[src/rtl/fifo_rd_pkg.sv]
// ============================================================================
// Package     : fifo_rd_pkg
// Description : Shared types and constants for the FIFO burst reader.
// Revision    : 1.0 - initial release
// ============================================================================
`default_nettype none

package fifo_rd_pkg;

  // Reader control states
  typedef enum logic [1:0] {
    IDLE  = 2'd0,
    RUN   = 2'd1,
    DRAIN = 2'd2
  } rd_state_t;

  // Entries in the output skid buffer
  localparam int SKID_DEPTH = 2;

  // Width of a counter holding 0..n-1 (at least one bit)
  function automatic int beat_width(input int n);
    return (n > 1) ? $clog2(n) : 1;
  endfunction

endpackage

`default_nettype wire

[src/rtl/fifo_rd_skid.sv]
// ============================================================================
// Module      : fifo_rd_skid
// Description : Two-entry registered skid buffer. Entry 0 is always the head,
//               so the head word is available directly from a register.
// Revision    : 1.0 - initial release
// ============================================================================
`default_nettype none

module fifo_rd_skid
  import fifo_rd_pkg::*;
#(
  parameter int WIDTH = 16
) (
  input  logic             clk,
  input  logic             rst,
  input  logic             i_wr,
  input  logic [WIDTH-1:0] i_wr_data,
  input  logic             i_rd,
  output logic [WIDTH-1:0] o_head,
  output logic [1:0]       o_occ
);

  localparam logic [1:0] c_FULL = 2'(SKID_DEPTH);

  logic [WIDTH-1:0] r_e0;
  logic [WIDTH-1:0] r_e1;
  logic [1:0]       r_occ;
  logic             w_wr;
  logic             w_rd;

  // Strobes are qualified so a misbehaving caller cannot corrupt occupancy
  assign w_wr = i_wr & (r_occ != c_FULL);
  assign w_rd = i_rd & (r_occ != 2'd0);

  // Shift-style storage: reads move entry 1 into the head slot
  always_ff @(posedge clk) begin
    if (rst) begin
      r_e0  <= '0;
      r_e1  <= '0;
      r_occ <= 2'd0;
    end else begin
      case ({w_wr, w_rd})
        2'b10: begin
          if (r_occ == 2'd0) r_e0 <= i_wr_data;
          else               r_e1 <= i_wr_data;
          r_occ <= r_occ + 2'd1;
        end
        2'b01: begin
          r_e0  <= r_e1;
          r_occ <= r_occ - 2'd1;
        end
        2'b11: begin
          // Occupancy unchanged; new word lands behind whatever remains
          if (r_occ == 2'd1) begin
            r_e0 <= i_wr_data;
          end else begin
            r_e0 <= r_e1;
            r_e1 <= i_wr_data;
          end
        end
        default: ;
      endcase
    end
  end

  assign o_head = r_e0;
  assign o_occ  = r_occ;

endmodule

`default_nettype wire

[src/rtl/fifo_burst_reader.sv]
// ============================================================================
// Module      : fifo_burst_reader
// Description : Pop-side consumer for a show-ahead FIFO. Pops words into a
//               2-entry skid buffer and forwards them on a valid/ready stream,
//               marking every BURST_LEN-th beat with m_last.
//               Optional build macro FIFO_RD_STATS_EN adds a 32-bit count of
//               pop strobes on port words_popped.
// Revision    : 1.0 - initial release
// ============================================================================
`default_nettype none

module fifo_burst_reader
  import fifo_rd_pkg::*;
#(
  parameter int WIDTH     = 16,
  parameter int BURST_LEN = 4
) (
  input  logic             clk,
  input  logic             rst,
  input  logic             en,
  input  logic             pndng,
  input  logic [WIDTH-1:0] dato_out,
  output logic             pop,
  output logic [WIDTH-1:0] m_data,
  output logic             m_valid,
  input  logic             m_ready,
  output logic             m_last,
  output logic             busy
`ifdef FIFO_RD_STATS_EN
  ,
  output logic [31:0]      words_popped
`endif
);

  localparam int              c_BW        = beat_width(BURST_LEN);
  localparam logic [c_BW-1:0] c_LAST_BEAT = c_BW'(BURST_LEN - 1);
  localparam logic [1:0]      c_FULL      = 2'(SKID_DEPTH);

  rd_state_t       r_state;
  logic [c_BW-1:0] r_beat;
  logic [1:0]      w_occ;
  logic [1:0]      w_occ_next;
  logic            w_hs;

  assign w_hs       = m_valid & m_ready;
  assign pop        = pndng & (r_state == RUN) & (w_occ < c_FULL);
  assign w_occ_next = w_occ + {1'b0, pop} - {1'b0, w_hs};
  assign m_valid    = (w_occ != 2'd0);
  assign m_last     = m_valid & (r_beat == c_LAST_BEAT);
  assign busy       = (r_state != IDLE) | m_valid;

  fifo_rd_skid #(
    .WIDTH (WIDTH)
  ) u_skid (
    .clk       (clk),
    .rst       (rst),
    .i_wr      (pop),
    .i_wr_data (dato_out),
    .i_rd      (w_hs),
    .o_head    (m_data),
    .o_occ     (w_occ)
  );

  // Control FSM: DRAIN lets buffered words leave before going idle
  always_ff @(posedge clk) begin
    if (rst) begin
      r_state <= IDLE;
    end else begin
      case (r_state)
        IDLE:    if (en) r_state <= RUN;
        RUN:     if (!en) r_state <= DRAIN;
        DRAIN: begin
          if (en)                                       r_state <= RUN;
          else if ((w_occ == 2'd0) && (w_occ_next == 2'd0)) r_state <= IDLE;
        end
        default: r_state <= IDLE;
      endcase
    end
  end

  // Beat position within the burst; kept across idle so bursts stay aligned
  always_ff @(posedge clk) begin
    if (rst) begin
      r_beat <= '0;
    end else if (w_hs) begin
      r_beat <= (r_beat == c_LAST_BEAT) ? '0 : r_beat + c_BW'(1);
    end
  end

`ifdef FIFO_RD_STATS_EN
  logic [31:0] r_words_popped;

  // Free-running pop counter, wraps naturally at 2^32
  always_ff @(posedge clk) begin
    if (rst)      r_words_popped <= '0;
    else if (pop) r_words_popped <= r_words_popped + 32'd1;
  end

  assign words_popped = r_words_popped;
`endif

endmodule

`default_nettype wire

[config.mk]
export PLATFORM = sky130hd
export DESIGN_NAME = fifo_burst_reader
export DESIGN_NICKNAME = d
export VERILOG_FILES = /design/src/rtl/fifo_rd_pkg.sv /design/src/rtl/fifo_rd_skid.sv /design/src/rtl/fifo_burst_reader.sv
export SDC_FILE = /design/constraint.sdc
export NUM_CORES = 1
export LEC_CHECK = 0
export CAP_MARGIN = 0
export CORE_MARGIN = 4
export CORE_UTILIZATION = 47
export CTS_CLUSTER_SIZE = 14
export DETAILED_ROUTE_END_ITERATION = 8
export DONT_BUFFER_PORTS = 1
export PLACE_DENSITY = 0.68
export SYNTH_ARGS = -nofsm -noshare
export SYNTH_HDL_FRONTEND = slang
export SYNTH_SLANG_ARGS = --single-unit
[constraint.sdc]
create_clock -name clk -period 4.6 [get_ports clk]
set_input_delay 0.69 -clock clk [delete_from_list [all_inputs] [get_ports clk]]
set_output_delay 0.69 -clock clk [all_outputs]
set_load 0.03 [all_outputs]
After elaboration in Yosys (flattened, before gate mapping)
Cells that the tools add are included.

Input port bits: 21. Bits in registers: 38.

Eq/ne operators: 14. Reduce and logical (&&, ||, !) cells: 12. Bitwise operators: 7. Magnitude comparators: 1. Add/subtract/negate cells: 5. Mux-type cells: 13.

Operators by type and width (count): $mux W16 (4); $pmux W16 S3 (1); $pmux W16 S2 (1); $ne A2 B2 Y1 const B (6); $mux W2 (5); $eq A2 B2 Y1 const B (4); $reduce_bool A2 Y1 (4); $and A1 B1 Y1 (6); $eq A2 B1 Y1 const B (3); $logic_not A2 Y1 (3); $pmux W2 S3 (1); $reduce_and A3 Y1 (2); $add A2 B1 Y2 const B (2); $pmux W2 S2 (1); $ne A3 B3 Y1 const B (1); $reduce_bool A3 Y1 (1); $add A2 B1 Y2 (1); $lt A2 B2 Y1 const B (1); $reduce_and A2 Y1 (1); $sub A2 B1 Y2 (1); $sub A2 B1 Y2 const B (1); $logic_and A1 B1 Y1 (1); $or A1 B1 Y1 (1).

Longest topological paths before layout
Gate-level depths: netlist of run 1.

Depth after elaboration: 10. Mapped depth: 12. Depth with buffers taken out: 10.

Modules after synthesis
Synthesis of run 1 repeated with hierarchy kept, for this count alone.

Cell total of the unflattened synthesis: 233. Area, all modules: 2108.3 µm².

Modules (own cells, without submodules): fifo_rd_skid (area each 1856.8 µm², seq. area each 680.7 µm², cells each 207, instances 1); fifo_burst_reader (area each 251.5 µm², seq. area each 80.1 µm², cells each 26, instances 1).

Least setup slack after synthesis of run 1
OpenSTA, ideal clock, no wires.

Path kind: input to register. Start point: in pndng. End point: reg u_skid.r_e0[10] (netlist: u_skid.o_head[10]). Stages: 11. Setup slack: 2.043 ns. Path buffers: 4. Library setup time: 0.091 ns. Data arrival time: 2.466 ns. Cell sequence: and4bb_1 -> buf_6 -> buf_2 -> nand2b_1 -> inv_1 -> ha_1 -> nor2b_1 -> clkbuf_2 -> buf_2 -> o211ai_1 -> a311oi_1.

Longest elaborated chain between the ends: 6.

RTL lines: start, declared (line fifo_burst_reader.sv:21) `input logic pndng,`; $and A1 B1 Y1 * (2 in series) (line fifo_burst_reader.sv:46) `assign pop = pndng & (r_state == RUN) & (w_occ < c_FULL);`; net pop (line fifo_burst_reader.sv:23) `output logic pop,`; $and A1 B1 Y1 * (line fifo_rd_skid.sv:32) `assign w_wr = i_wr & (r_occ != c_FULL);`; $eq A2 B2 Y1 / $eq A2 B1 Y1 (equally long branches) (line fifo_rd_skid.sv:42) `case ({w_wr, w_rd})`; $ne A2 B2 Y1 (no line) / $reduce_bool A3 Y1 (equally long branches); $reduce_and A2 Y1 (no line); end signal, assigned (line fifo_rd_skid.sv:44) `if (r_occ == 2'd0) r_e0 <= i_wr_data;`; end signal, assigned (line fifo_rd_skid.sv:49) `r_e0 <= r_e1;`; end signal, assigned (line fifo_rd_skid.sv:55) `r_e0 <= i_wr_data;`; end, declared (line fifo_rd_skid.sv:25) `logic [WIDTH-1:0] r_e0;`.

The timed path passes the listed nets; every way through them passes the cells marked *. A chain may end at the register's enable or synchronous reset.

Final worst setup path of run 1
Start point: reg u_skid.r_occ[1] (netlist: u_skid.o_occ[1]). End point: reg u_skid.r_e1[4].

Longest elaborated chain between the ends: 6.

RTL lines: start, declared (line fifo_rd_skid.sv:27) `logic [1:0] r_occ;`; start signal, assigned (line fifo_rd_skid.sv:46) `r_occ <= r_occ + 2'd1;`; start signal, assigned (line fifo_rd_skid.sv:50) `r_occ <= r_occ - 2'd1;`; $lt A2 B2 Y1 / $reduce_bool A2 Y1 (equally long branches) (line fifo_burst_reader.sv:46, fifo_rd_skid.sv:33, fifo_burst_reader.sv:48); $and A1 B1 Y1 (on tied branches) (line fifo_burst_reader.sv:46, fifo_burst_reader.sv:45); $and A1 B1 Y1 (on tied branches) (line fifo_rd_skid.sv:32, fifo_rd_skid.sv:33); $eq A2 B2 Y1 (line fifo_rd_skid.sv:42); $ne A2 B2 Y1 (no line) / $reduce_bool A2 Y1 (equally long branches); $reduce_and A3 Y1 (no line); end signal, assigned (line fifo_rd_skid.sv:45) `else r_e1 <= i_wr_data;`; end signal, assigned (line fifo_rd_skid.sv:58) `r_e1 <= i_wr_data;`; end, declared (line fifo_rd_skid.sv:26) `logic [WIDTH-1:0] r_e1;`.

Several ways; a longest one is shown, not always the timed one.

==> report_table.html, run 1 <==
<table>
<tr><th>Metric</th><th>Value</th></tr>
<tr><th colspan="2">Run status</th></tr>
<tr><td>Status</td><td>completed</td></tr>
<tr><th colspan="2">Finish</th></tr>
<tr><td>Fill cell instance count of the final layout</td><td>386</td></tr>
<tr><td>Layout cells sized above 1</td><td>6.731%</td></tr>
<tr><td>Number of antenna cells inserted</td><td>0</td></tr>
<tr><td>Top library cells by usage in the layout, fill and taps aside</td><td>38 x sky130_fd_sc_hd__dfxtp_1, 32 x sky130_fd_sc_hd__o21ai_0, 18 x sky130_fd_sc_hd__a211oi_1, 17 x sky130_fd_sc_hd__a21oi_1</td></tr>
<tr><td>Final Net Count</td><td>237</td></tr>
<tr><td>Most frequent standard cell in the layout excluding fill and tap cells</td><td>sky130_fd_sc_hd__dfxtp_1</td></tr>
<tr><td>Syn-to-layout area delta</td><td>4.900%</td></tr>
<tr><th colspan="2">Clock network</th></tr>
<tr><td>Number of buffers inserted to repair setup after CTS</td><td>0</td></tr>
<tr><td>Largest buffer count on any clock path</td><td>2</td></tr>
<tr><td>Clock sink count</td><td>38</td></tr>
<tr><td># hold bufs at CTS</td><td>0</td></tr>
<tr><td>Reg clk slew, reported paths</td><td>80 ps</td></tr>
<tr><td>CTS buffer count</td><td>5</td></tr>
<tr><td>Latest clock arrival within the worst-skew pair</td><td>300 ps</td></tr>
<tr><td>CTS tree</td><td>yes</td></tr>
<tr><td>Clock tree root buffer cell</td><td>sky130_fd_sc_hd__clkbuf_8</td></tr>
<tr><td>H-tree Lvls</td><td>2</td></tr>
<tr><td>PostCTS Resize Cnt</td><td>0</td></tr>
<tr><th colspan="2">Timing</th></tr>
<tr><td>Layout Skew</td><td>6.001 ps</td></tr>
<tr><td>Final total negative setup slack</td><td>0 ps</td></tr>
<tr><td>Setup repair after global routing missed its margin</td><td>false</td></tr>
<tr><td>Transition time of the tightest slew-check pin</td><td>1220 ps</td></tr>
<tr><td>Setup violations, final</td><td>0</td></tr>
<tr><td>Achievable frequency</td><td>325.9 MHz</td></tr>
<tr><td>Worst max-slew margin expressed relative to the limit</td><td>18.50%</td></tr>
<tr><td>Hold violation total from the final report</td><td>0</td></tr>
<tr><td>Minimum period implied by the final worst setup slack</td><td>3069 ps</td></tr>
<tr><td>Final count of pins violating max slew</td><td>0</td></tr>
<tr><td>Slack of the critical path</td><td>1531 ps</td></tr>
<tr><td>Final period utilization</td><td>66.71%</td></tr>
<tr><th colspan="2">Global route</th></tr>
<tr><td>Initial antenna violation count</td><td>0</td></tr>
<tr><td>Global router's overall resource usage</td><td>18.41%</td></tr>
<tr><td>Via count of the first global-routing pass</td><td>1417</td></tr>
<tr><td>Remaining global-route overflow</td><td>0</td></tr>
<tr><td>Pin count of the biggest net entering global routing</td><td>39</td></tr>
<tr><td>Global-route wire length before repair</td><td>7.389 mm</td></tr>
<tr><th colspan="2">Setup path</th></tr>
<tr><td>Data arrival at the endpoint of the critical path</td><td>3300 ps</td></tr>
<tr><td>Startpoint type of the worst setup path</td><td>flop</td></tr>
<tr><td>Cell type of the slowest stage on the worst timing path</td><td>sky130_fd_sc_hd__nor2_1</td></tr>
<tr><td>Setup crit end kind</td><td>flop</td></tr>
<tr><td>Worst-path cell chain</td><td>inv_1 &gt; ha_1 &gt; nand2b_1 &gt; inv_4 &gt; ha_1 &gt; nor2_1 &gt; o21ai_0 &gt; a21oi_1</td></tr>
<tr><td>Worst setup path class</td><td>flop to flop</td></tr>
<tr><td>Critical path's most frequent cell</td><td>sky130_fd_sc_hd__ha_1</td></tr>
<tr><td>Worst endpoint required time</td><td>4830 ps</td></tr>
<tr><td>Largest stage delay, worst path</td><td>690 ps</td></tr>
<tr><td>Worst Path Max Fanout</td><td>38</td></tr>
<tr><th colspan="2">Synth</th></tr>
<tr><td>Syn avg cell area</td><td>8.781 sq um</td></tr>
<tr><td>Sequential cell area fraction in the yosys report</td><td>39.20%</td></tr>
<tr><td>Distinct cells, synth</td><td>31</td></tr>
<tr><td>FF+latch count, synth</td><td>38</td></tr>
<tr><td>Post-synth design cell area</td><td>1941 sq um</td></tr>
<tr><td>Syn nets</td><td>251</td></tr>
<tr><td>Yosys Warn Count</td><td>0</td></tr>
<tr><td>Top area cells in the synthesized netlist</td><td>sky130_fd_sc_hd__dfxtp_1 39%, sky130_fd_sc_hd__o21ai_0 8.3%, sky130_fd_sc_hd__a311oi_1 7.2%, sky130_fd_sc_hd__a211oi_1 7.0%, sky130_fd_sc_hd__o211ai_1 6.2%</td></tr>
<tr><td>Area share of the largest cell type after synthesis</td><td>39.20%</td></tr>
<tr><td>Dominant cell type by area after synthesis</td><td>sky130_fd_sc_hd__dfxtp_1</td></tr>
<tr><td>Synthesized instance count</td><td>221</td></tr>
<tr><th colspan="2">Routing</th></tr>
<tr><td>Number of vias per cell after detailed routing</td><td>6.291</td></tr>
<tr><td>Detailed Route Iter0 Violations</td><td>148</td></tr>
<tr><td>Number of remaining DRC errors</td><td>0</td></tr>
<tr><td>Antenna Nets Post-Route</td><td>0</td></tr>
<tr><td>Post-Route WL</td><td>4.733 mm</td></tr>
<tr><td>Wirelength per Cell</td><td>18.34 um</td></tr>
<tr><td>Routed via count</td><td>1623</td></tr>
<tr><td>Number of optimization iterations in the first detailed-route pass</td><td>4</td></tr>
<tr><th colspan="2">Die</th></tr>
<tr><td>Area of the die</td><td>5221 sq um</td></tr>
<tr><td>Number of top-level pins</td><td>41</td></tr>
<tr><td>Core Region</td><td>4000 sq um</td></tr>
<tr><td>Die Height</td><td>72.26 um</td></tr>
<tr><td>Row cnt</td><td>23</td></tr>
<tr><td>Die width</td><td>72.26 um</td></tr>
<tr><td>Initial Utilization</td><td>48.51%</td></tr>
<tr><th colspan="2">Placed design</th></tr>
<tr><td>Final GP Congestion</td><td>0.7982</td></tr>
<tr><td># port buffers</td><td>0</td></tr>
<tr><td>HPWL reported at the end of detailed placement</td><td>3.156 mm</td></tr>
<tr><td>Worst setup slack after placement</td><td>1546 ps</td></tr>
<tr><th colspan="2">Pwr</th></tr>
<tr><td>Power density cells</td><td>669.3 nW/um^2</td></tr>
<tr><td>VDD IR max</td><td>0.0003253 V</td></tr>
<tr><td>Leak Pwr</td><td>0.6810 nW</td></tr>
<tr><th colspan="2">Worst hold path</th></tr>
<tr><td>Classification of the worst-slack hold path</td><td>input port to flop</td></tr>
<tr><th colspan="2">Run</th></tr>
<tr><td>Max capacitance violation total</td><td>0</td></tr>
</table>
[worst max-delay path: cells and delay by family, from the launching register on]
family | cells | cell delay, ps
AND/OR/NAND/NOR | 2 | 1220
adder cells (fa/ha/maj) | 2 | 610
buffers and inverters | 2 | 420
AO/OA/AOI/OAI | 2 | 390
flip-flops | 1 | 350
[synthesized netlist by cell type (all sizes together)]
library cell and number:
a2111oi 1, a211oi 18, a21o 1, a21oi 17
a22o 1, a22oi 1, a311oi 16, and2 1
and4bb 1, buf 15, clkbuf 9, dfxtp 38
ha 9, inv 7, mux2i 1, nand2 3
nand2b 2, nand3 16, nor2 6, nor2b 3
o211ai 16, o21ai 32, or2 1, or3 1
xnor2 2, xor2 3
[metal layers]
layer / share of wire (%) / up-vias / global-route usage (%)
met5: 0 / - / 0
met4: 1.6 / 0 / 6.263
met3: 11 / 8 / 8.033
met2: 45 / 58 / 25.88
met1: 43 / 747 / 25.06
li1: - / 810 / -
[cells by family after synthesis]
logic type / share of synthesized area [%]
AO/OA/AOI/OAI: 35.07
XOR/XNOR: 2.257
adder cells (fa/ha/maj): 5.803
buffers and inverters: 8.059
flip-flops: 39.20
multiplexers: 0.5158
AND/OR/NAND/NOR: 9.091
[registers in the layout (all words and copies together) (netlist names)]
| register | count |
|---|---|
| u_skid.r_e1 | 16 |
| r_beat | 2 |
| u_skid.o_head | 16 |
| u_skid.o_occ | 2 |
| r_state | 2 |
[area by class of cell]
class / instances / area (sq um) / share of cell area [%]
multi-input cells: 152 / 1023 / 50.28
flip-flops and latches: 38 / 760.7 / 37.37
clock buffers: 5 / 68.82 / 3.380
clock inverters: 3 / 68.82 / 3.380
well taps: 50 / 62.56 / 3.073
inverters: 7 / 28.78 / 1.414
repair buffers: 3 / 22.52 / 1.106
[stage by stage]
stage | util (%) | area (sq um) | total power, mW | hold WS (ps) | std cells
after floorplan | - | 1941 | 0.9666 | 440.0 | 221
after global placement | 47.45 | 1898 | 1.020 | 454.7 | 250
after detailed placement | 47.45 | 1898 | 1.022 | 458.1 | 250
after CTS | 50.89 | 2036 | 1.368 | 443.7 | 258
after global routing | 50.89 | 2036 | 1.449 | 439.1 | 258
final | 50.89 | 2036 | 1.362 | 451.6 | 258
[final timing paths]
path              slack [ps]                to             from  cells past startpoint
hold reg to reg          470         r_beat[1]        r_beat[1]                      2
setup / recovery        1530    u_skid.r_e1[4]  u_skid.o_occ[1]                      8
hold / removal           450  u_skid.o_head[5]              rst                      1
setup reg to reg        1530    u_skid.r_e1[4]  u_skid.o_occ[1]                      8
[where the power goes]
part | total (mW) | internal [mW] | leakage [nW] | switching, mW
combinational | 0.425 | 0.144 | 0.302 | 0.281
sequential | 0.591 | 0.415 | 0.310 | 0.177
clock | 0.346 | 0.217 | 0.0683 | 0.129
total | 1.36 | 0.776 | 0.681 | 0.587
No activity file was read; power rests on OpenSTA's default activity.
==> run 2, diff against run 1 <==
==> constraint.sdc (replaced) <==
create_clock -name clk -period 3.2 [get_ports clk]
set_input_delay 0.48 -clock clk [delete_from_list [all_inputs] [get_ports clk]]
set_output_delay 0.48 -clock clk [all_outputs]
set_load 0.03 [all_outputs]
==> run 2 against run 1 <==
Critical path depth is the same. Cell count increased by 1.2%. Worst hold slack got worse by 200 ps. Sequential share of layout area is 0.44 points higher. Total power rose by 36%.
==> report_table.html, run 2 (synthesized netlist as in run 1, its figures left out) <==
<table>
<tr><th>Metric</th><th>Value</th></tr>
<tr><th colspan="2">Timing</th></tr>
<tr><td>Hold violation total from the final report</td><td>0</td></tr>
<tr><td>Final period utilization</td><td>81.09%</td></tr>
<tr><td>Layout Skew</td><td>6.869 ps</td></tr>
<tr><td>Setup violations, final</td><td>0</td></tr>
<tr><td>Achievable frequency</td><td>385.4 MHz</td></tr>
<tr><td>Hold slack final</td><td>248.3 ps</td></tr>
<tr><td>Final count of pins violating max slew</td><td>0</td></tr>
<tr><td>Final total negative setup slack</td><td>0 ps</td></tr>
<tr><td>Setup repair after global routing missed its margin</td><td>false</td></tr>
<tr><td>Minimum period implied by the final worst setup slack</td><td>2595 ps</td></tr>
<tr><td>Slack of the critical path</td><td>605.1 ps</td></tr>
<tr><td>Worst max-slew margin expressed relative to the limit</td><td>56.06%</td></tr>
<tr><td>Transition time of the tightest slew-check pin</td><td>659.1 ps</td></tr>
<tr><th colspan="2">Routing</th></tr>
<tr><td>Post-Route WL</td><td>5.016 mm</td></tr>
<tr><td>Routed via count</td><td>1656</td></tr>
<tr><td>Number of optimization iterations in the first detailed-route pass</td><td>5</td></tr>
<tr><td>Number of vias per cell after detailed routing</td><td>6.345</td></tr>
<tr><td>Antenna Nets Post-Route</td><td>0</td></tr>
<tr><td>Wirelength per Cell</td><td>19.22 um</td></tr>
<tr><td>Number of remaining DRC errors</td><td>0</td></tr>
<tr><td>Detailed Route Iter0 Violations</td><td>155</td></tr>
<tr><th colspan="2">Finish</th></tr>
<tr><td>Post-Route Utilization</td><td>50.30%</td></tr>
<tr><td>Top library cells by usage in the layout, fill and taps aside</td><td>38 x sky130_fd_sc_hd__dfxtp_1, 32 x sky130_fd_sc_hd__o21ai_0, 18 x sky130_fd_sc_hd__a211oi_1, 17 x sky130_fd_sc_hd__a21oi_1</td></tr>
<tr><td>Layout cells sized above 1</td><td>7.583%</td></tr>
<tr><td>Post-Layout Cell Count</td><td>261</td></tr>
<tr><td>Syn-to-layout area delta</td><td>3.675%</td></tr>
<tr><td>Final Net Count</td><td>240</td></tr>
<tr><td>Most frequent standard cell in the layout excluding fill and tap cells</td><td>sky130_fd_sc_hd__dfxtp_1</td></tr>
<tr><td>Number of antenna cells inserted</td><td>0</td></tr>
<tr><td>Post-route cell area</td><td>2012 sq um</td></tr>
<tr><th colspan="2">Setup path</th></tr>
<tr><td>Largest stage delay, worst path</td><td>440 ps</td></tr>
<tr><td>Worst setup path class</td><td>flop to flop</td></tr>
<tr><td>Worst endpoint required time</td><td>3400 ps</td></tr>
<tr><td>Setup crit end kind</td><td>flop</td></tr>
<tr><td>Critical path's most frequent cell</td><td>sky130_fd_sc_hd__ha_1</td></tr>
<tr><td>Worst-path cell chain</td><td>inv_1 &gt; ha_1 &gt; nand2b_1 &gt; inv_4 &gt; ha_1 &gt; and2_1 &gt; o21ai_0 &gt; a311oi_1</td></tr>
<tr><td>CP delay by family, top</td><td>simple AND/OR/NAND/NOR gates</td></tr>
<tr><td>CP bufs+invs</td><td>2</td></tr>
<tr><td>Data arrival at the endpoint of the critical path</td><td>2800 ps</td></tr>
<tr><td>Worst Path Max Fanout</td><td>38</td></tr>
<tr><td>Cell type of the slowest stage on the worst timing path</td><td>sky130_fd_sc_hd__and2_1</td></tr>
<tr><td>Startpoint type of the worst setup path</td><td>flop</td></tr>
<tr><th colspan="2">Die</th></tr>
<tr><td>Initial Utilization</td><td>48.51%</td></tr>
<tr><td>Row cnt</td><td>23</td></tr>
<tr><td>Number of top-level pins</td><td>41</td></tr>
<tr><td>Die Height</td><td>72.26 um</td></tr>
<tr><td>Die width</td><td>72.26 um</td></tr>
<tr><td>Core Region</td><td>4000 sq um</td></tr>
<tr><td>Area of the die</td><td>5221 sq um</td></tr>
<tr><th colspan="2">Clock network</th></tr>
<tr><td>Clock tree root buffer cell</td><td>sky130_fd_sc_hd__clkbuf_8</td></tr>
<tr><td>Number of buffers inserted to repair setup after CTS</td><td>0</td></tr>
<tr><td>PostCTS Resize Cnt</td><td>0</td></tr>
<tr><td>Largest buffer count on any clock path</td><td>2</td></tr>
<tr><td>H-tree Lvls</td><td>2</td></tr>
<tr><td>CTS tree</td><td>yes</td></tr>
<tr><td>Latest clock arrival within the worst-skew pair</td><td>290 ps</td></tr>
<tr><td>CTS buffer count</td><td>5</td></tr>
<tr><td>Clock sink count</td><td>38</td></tr>
<tr><td>Reg clk slew, reported paths</td><td>80 ps</td></tr>
<tr><td># hold bufs at CTS</td><td>0</td></tr>
<tr><th colspan="2">Pwr</th></tr>
<tr><td>Total power of the final layout</td><td>1.848 mW</td></tr>
<tr><td>VDD IR max</td><td>0.0005501 V</td></tr>
<tr><td>Leak Pwr</td><td>0.6741 nW</td></tr>
<tr><td>Power density cells</td><td>918.6 nW/um^2</td></tr>
<tr><th colspan="2">Run status</th></tr>
<tr><td>Status</td><td>completed</td></tr>
<tr><th colspan="2">Placed design</th></tr>
<tr><td># port buffers</td><td>0</td></tr>
<tr><td>Worst setup slack after placement</td><td>619.0 ps</td></tr>
<tr><td>Placed cell areas</td><td>1921 sq um</td></tr>
<tr><td>Number of cells in the design after placement</td><td>253</td></tr>
<tr><td>Final GP Congestion</td><td>0.7798</td></tr>
<tr><td>HPWL reported at the end of detailed placement</td><td>3.269 mm</td></tr>
<tr><th colspan="2">Worst hold path</th></tr>
<tr><td>Classification of the worst-slack hold path</td><td>input port to flop</td></tr>
<tr><th colspan="2">Run</th></tr>
<tr><td>Max capacitance violation total</td><td>0</td></tr>
<tr><th colspan="2">Global route</th></tr>
<tr><td>Pin count of the biggest net entering global routing</td><td>39</td></tr>
<tr><td>Initial antenna violation count</td><td>0</td></tr>
<tr><td>Global-route wire length before repair</td><td>8.190 mm</td></tr>
<tr><td>Global router's overall resource usage</td><td>20.13%</td></tr>
<tr><td>Remaining global-route overflow</td><td>0</td></tr>
<tr><td>Via count of the first global-routing pass</td><td>1572</td></tr>
</table>
[run 2: cell count changes in the layout (fill, tap and decap cells not counted), sizes merged]
cell    delta
clkbuf     +2
buf        +3
bufinv     -2
[run 2: worst paths after layout]
kind	start	cells past startpoint	slack, ps	end
max reg2reg	u_skid.o_occ[1]	8	610	u_skid.o_head[7]
max	u_skid.o_occ[1]	8	610	u_skid.o_head[7]
min reg2reg	r_beat[1]	2	460	r_beat[1]
min	rst	1	250	u_skid.o_head[14]
[run 2: routing by layer]
| layer | up-vias | GRT usage, % | wire length, um |
|---|---|---|---|
| met5 | - | 0 | 0 |
| met2 | 62 | 28.82 | 2257 |
| met3 | 5 | 9.141 | 594 |
| met1 | 772 | 26.57 | 2089 |
| li1 | 817 | - | - |
| met4 | 0 | 7.307 | 74 |
[run 2: cell type report]
cell class / instances / area (sq um)
fillers: 387 / 1988
multi-input cells: 152 / 1023
flip-flops and latches: 38 / 760.7
clock buffers: 7 / 86.33
well taps: 50 / 62.56
repair buffers: 6 / 45.04
inverters: 7 / 28.78
clock inverters: 1 / 5.005
[run 2: power breakdown]
group          total [mW]  internal [mW]  switching [mW]
Clock               0.341          0.174           0.168
Sequential          0.855          0.596           0.259
Combinational       0.651          0.228           0.423
==> run 3, diff against run 2 <==
==> constraint.sdc (replaced) <==
create_clock -name clk -period 2.55 [get_ports clk]
set_input_delay 0.3825 -clock clk [delete_from_list [all_inputs] [get_ports clk]]
set_output_delay 0.3825 -clock clk [all_outputs]
set_load 0.03 [all_outputs]
==> run 3 against run 2 <==
Global-route usage shrank 0.63 points. Clock skew shrank 3.6 ps. Wire length shrank 4.7%. Non-clock buffer count grew 3. Via count shrank 1.2%. Sequential cell count is the same. Combinational power grew 28%. Sequential power grew 24%. First-iteration DRC count grew 1.9%. Worst setup slack lost 170 ps. Total power grew 25%. Critical path depth is the same.
==> report_table.html, run 3 (synthesized netlist as in run 1, its figures left out) <==
<table>
<tr><th>Metric</th><th>Value</th></tr>
<tr><th colspan="2">Die</th></tr>
<tr><td>Core Region</td><td>4000 sq um</td></tr>
<tr><td>Initial Utilization</td><td>48.51%</td></tr>
<tr><td>Die Height</td><td>72.26 um</td></tr>
<tr><td>Die width</td><td>72.26 um</td></tr>
<tr><td>Number of top-level pins</td><td>41</td></tr>
<tr><td>Area of the die</td><td>5221 sq um</td></tr>
<tr><td>Row cnt</td><td>23</td></tr>
<tr><th colspan="2">Pwr</th></tr>
<tr><td>VDD IR max</td><td>0.0005112 V</td></tr>
<tr><td>Psw</td><td>1.045 mW</td></tr>
<tr><td>Share of power burned in the clock network</td><td>18.2%</td></tr>
<tr><td>Power density cells</td><td>1139 nW/um^2</td></tr>
<tr><td>Leak Pwr</td><td>0.6891 nW</td></tr>
<tr><td>Net Sw Frac</td><td>45.07%</td></tr>
<tr><td>Cell internal pwr</td><td>1.273 mW</td></tr>
<tr><td>Combinational share of power</td><td>35.9%</td></tr>
<tr><td>Proportion of power drawn by flip-flops and latches</td><td>45.9%</td></tr>
<tr><th colspan="2">Finish</th></tr>
<tr><td>Final Net Count</td><td>243</td></tr>
<tr><td>Number of antenna cells inserted</td><td>0</td></tr>
<tr><td>Syn-to-layout area delta</td><td>4.836%</td></tr>
<tr><td>Layout cells sized above 1</td><td>8.879%</td></tr>
<tr><td>Post-Layout Cell Count</td><td>264</td></tr>
<tr><td>Most frequent standard cell in the layout excluding fill and tap cells</td><td>sky130_fd_sc_hd__dfxtp_1</td></tr>
<tr><td>Fill cell instance count of the final layout</td><td>388</td></tr>
<tr><td>Top library cells by usage in the layout, fill and taps aside</td><td>38 x sky130_fd_sc_hd__dfxtp_1, 32 x sky130_fd_sc_hd__o21ai_0, 18 x sky130_fd_sc_hd__a211oi_1, 17 x sky130_fd_sc_hd__a21oi_1</td></tr>
<tr><th colspan="2">Timing</th></tr>
<tr><td>Transition time of the tightest slew-check pin</td><td>594.8 ps</td></tr>
<tr><td>Layout Skew</td><td>3.307 ps</td></tr>
<tr><td>Final count of pins violating max slew</td><td>0</td></tr>
<tr><td>Final period utilization</td><td>83.08%</td></tr>
<tr><td>Setup repair after global routing missed its margin</td><td>false</td></tr>
<tr><td>Minimum period implied by the final worst setup slack</td><td>2119 ps</td></tr>
<tr><td>Final total negative setup slack</td><td>0 ps</td></tr>
<tr><td>Hold slack final</td><td>153.0 ps</td></tr>
<tr><td>Achievable frequency</td><td>472.0 MHz</td></tr>
<tr><td>Worst max-slew margin expressed relative to the limit</td><td>60.26%</td></tr>
<tr><td>Setup violations, final</td><td>0</td></tr>
<tr><td>Hold violation total from the final report</td><td>0</td></tr>
<tr><th colspan="2">Placed design</th></tr>
<tr><td># port buffers</td><td>0</td></tr>
<tr><td>Number of cells in the design after placement</td><td>256</td></tr>
<tr><td>HPWL reported at the end of detailed placement</td><td>3.275 mm</td></tr>
<tr><td>Final GP Congestion</td><td>0.7756</td></tr>
<tr><th colspan="2">Setup path</th></tr>
<tr><td>Reg-to-reg slack, setup</td><td>430 ps</td></tr>
<tr><td>Worst setup path class</td><td>flop to flop</td></tr>
<tr><td>Data arrival at the endpoint of the critical path</td><td>2330 ps</td></tr>
<tr><td>Setup crit end kind</td><td>flop</td></tr>
<tr><td>Worst Path Max Fanout</td><td>16</td></tr>
<tr><td>Startpoint type of the worst setup path</td><td>flop</td></tr>
<tr><td>Worst endpoint required time</td><td>2760 ps</td></tr>
<tr><th colspan="2">Global route</th></tr>
<tr><td>Pin count of the biggest net entering global routing</td><td>39</td></tr>
<tr><td>Global router's overall resource usage</td><td>19.50%</td></tr>
<tr><td>Global-route wire length before repair</td><td>7.969 mm</td></tr>
<tr><td>Via count of the first global-routing pass</td><td>1546</td></tr>
<tr><td>Initial antenna violation count</td><td>0</td></tr>
<tr><td>Remaining global-route overflow</td><td>0</td></tr>
<tr><th colspan="2">Clock network</th></tr>
<tr><td>Reg clk slew, reported paths</td><td>70 ps</td></tr>
<tr><td>Clock sink count</td><td>38</td></tr>
<tr><td>CTS tree</td><td>yes</td></tr>
<tr><td># hold bufs at CTS</td><td>0</td></tr>
<tr><td>PostCTS Resize Cnt</td><td>0</td></tr>
<tr><td>Latest clock arrival within the worst-skew pair</td><td>290 ps</td></tr>
<tr><td>Number of buffers inserted to repair setup after CTS</td><td>0</td></tr>
<tr><td>CTS buffer count</td><td>5</td></tr>
<tr><td>H-tree Lvls</td><td>2</td></tr>
<tr><td>Largest buffer count on any clock path</td><td>2</td></tr>
<tr><td>Clock tree root buffer cell</td><td>sky130_fd_sc_hd__clkbuf_8</td></tr>
<tr><th colspan="2">Routing</th></tr>
<tr><td>Number of optimization iterations in the first detailed-route pass</td><td>4</td></tr>
<tr><td>Detailed Route Iter0 Violations</td><td>158</td></tr>
<tr><td>Number of remaining DRC errors</td><td>0</td></tr>
<tr><td>Wirelength per Cell</td><td>18.11 um</td></tr>
<tr><td>Number of vias per cell after detailed routing</td><td>6.197</td></tr>
<tr><td>Routed via count</td><td>1636</td></tr>
<tr><td>Antenna Nets Post-Route</td><td>0</td></tr>
<tr><td>Post-Route WL</td><td>4.782 mm</td></tr>
<tr><th colspan="2">Run</th></tr>
<tr><td>Max capacitance violation total</td><td>0</td></tr>
<tr><th colspan="2">Worst hold path</th></tr>
<tr><td>Classification of the worst-slack hold path</td><td>input port to flop</td></tr>
<tr><th colspan="2">Run status</th></tr>
<tr><td>Status</td><td>completed</td></tr>
</table>
## run 3: cell types whose count changed in the layout (fill, tap and decap cells not counted)
cell	before	now
sky130_fd_sc_hd__buf_4	6	9
## run 3: final timing paths
kind	startpoint	end	cells past startpoint
worst min register to register	r_beat[1]	r_beat[1]	2
worst max register to register	u_skid.o_occ[0]	u_skid.o_head[15]	8
worst min-delay path	rst	u_skid.o_head[15]	1
worst max-delay path	u_skid.o_occ[0]	u_skid.o_head[15]	8
## run 3: per-stage QoR
step / setup slack [ps] / cell area (sq um) / utilization [%] / total power [mW]
floorplan: 154.6 / 1941 / - / 1.744
global placement: 506.2 / 1943 / 48.58 / 1.904
detailed placement: 434.6 / 1943 / 48.58 / 1.915
CTS: 410.7 / 2034 / 50.86 / 2.339
global route: 103.1 / 2034 / 50.86 / 2.483
finish: 431.4 / 2034 / 50.86 / 2.318
## run 3: area by class of cell
cell class / count / area, sq um / share of cell area, %
multi-input combinational: 152 / 1023 / 50.31
sequential: 38 / 760.7 / 37.39
clock buffer: 7 / 86.33 / 4.244
timing repair buffer: 9 / 67.56 / 3.321
tap: 50 / 62.56 / 3.075
inverter: 7 / 28.78 / 1.415
clock inverter: 1 / 5.005 / 0.2460
## run 3: critical path: stages (launching register included)
cell                       delay (ps)
sky130_fd_sc_hd__dfxtp_1          370
sky130_fd_sc_hd__inv_1             90
sky130_fd_sc_hd__ha_1             210
sky130_fd_sc_hd__nand2b_1         190
sky130_fd_sc_hd__inv_4            100
sky130_fd_sc_hd__ha_1             230
sky130_fd_sc_hd__and2_1           400
sky130_fd_sc_hd__o21ai_0          180
sky130_fd_sc_hd__a311oi_1         270
## run 3: power groups by stage
stage                     Combinational [mW]  Clock (mW)  Sequential [mW]
after floorplan                        0.695           0             1.05
after global placement                 0.825           0             1.08
after detailed placement               0.831           0             1.08
after CTS                              0.836       0.434             1.07
after global routing                   0.933       0.460             1.09
final                                  0.832       0.422             1.06
## run 3: per-layer routing
metal  track usage, %  part of all wire (%)  vias to the layer above
met5                0                     0                        -
met4            5.637                  0.96                        0
li1                 -                     -                      826
met3            8.449                    10                        5
met2            28.31                    44                       47
met1            26.23                    45                      758
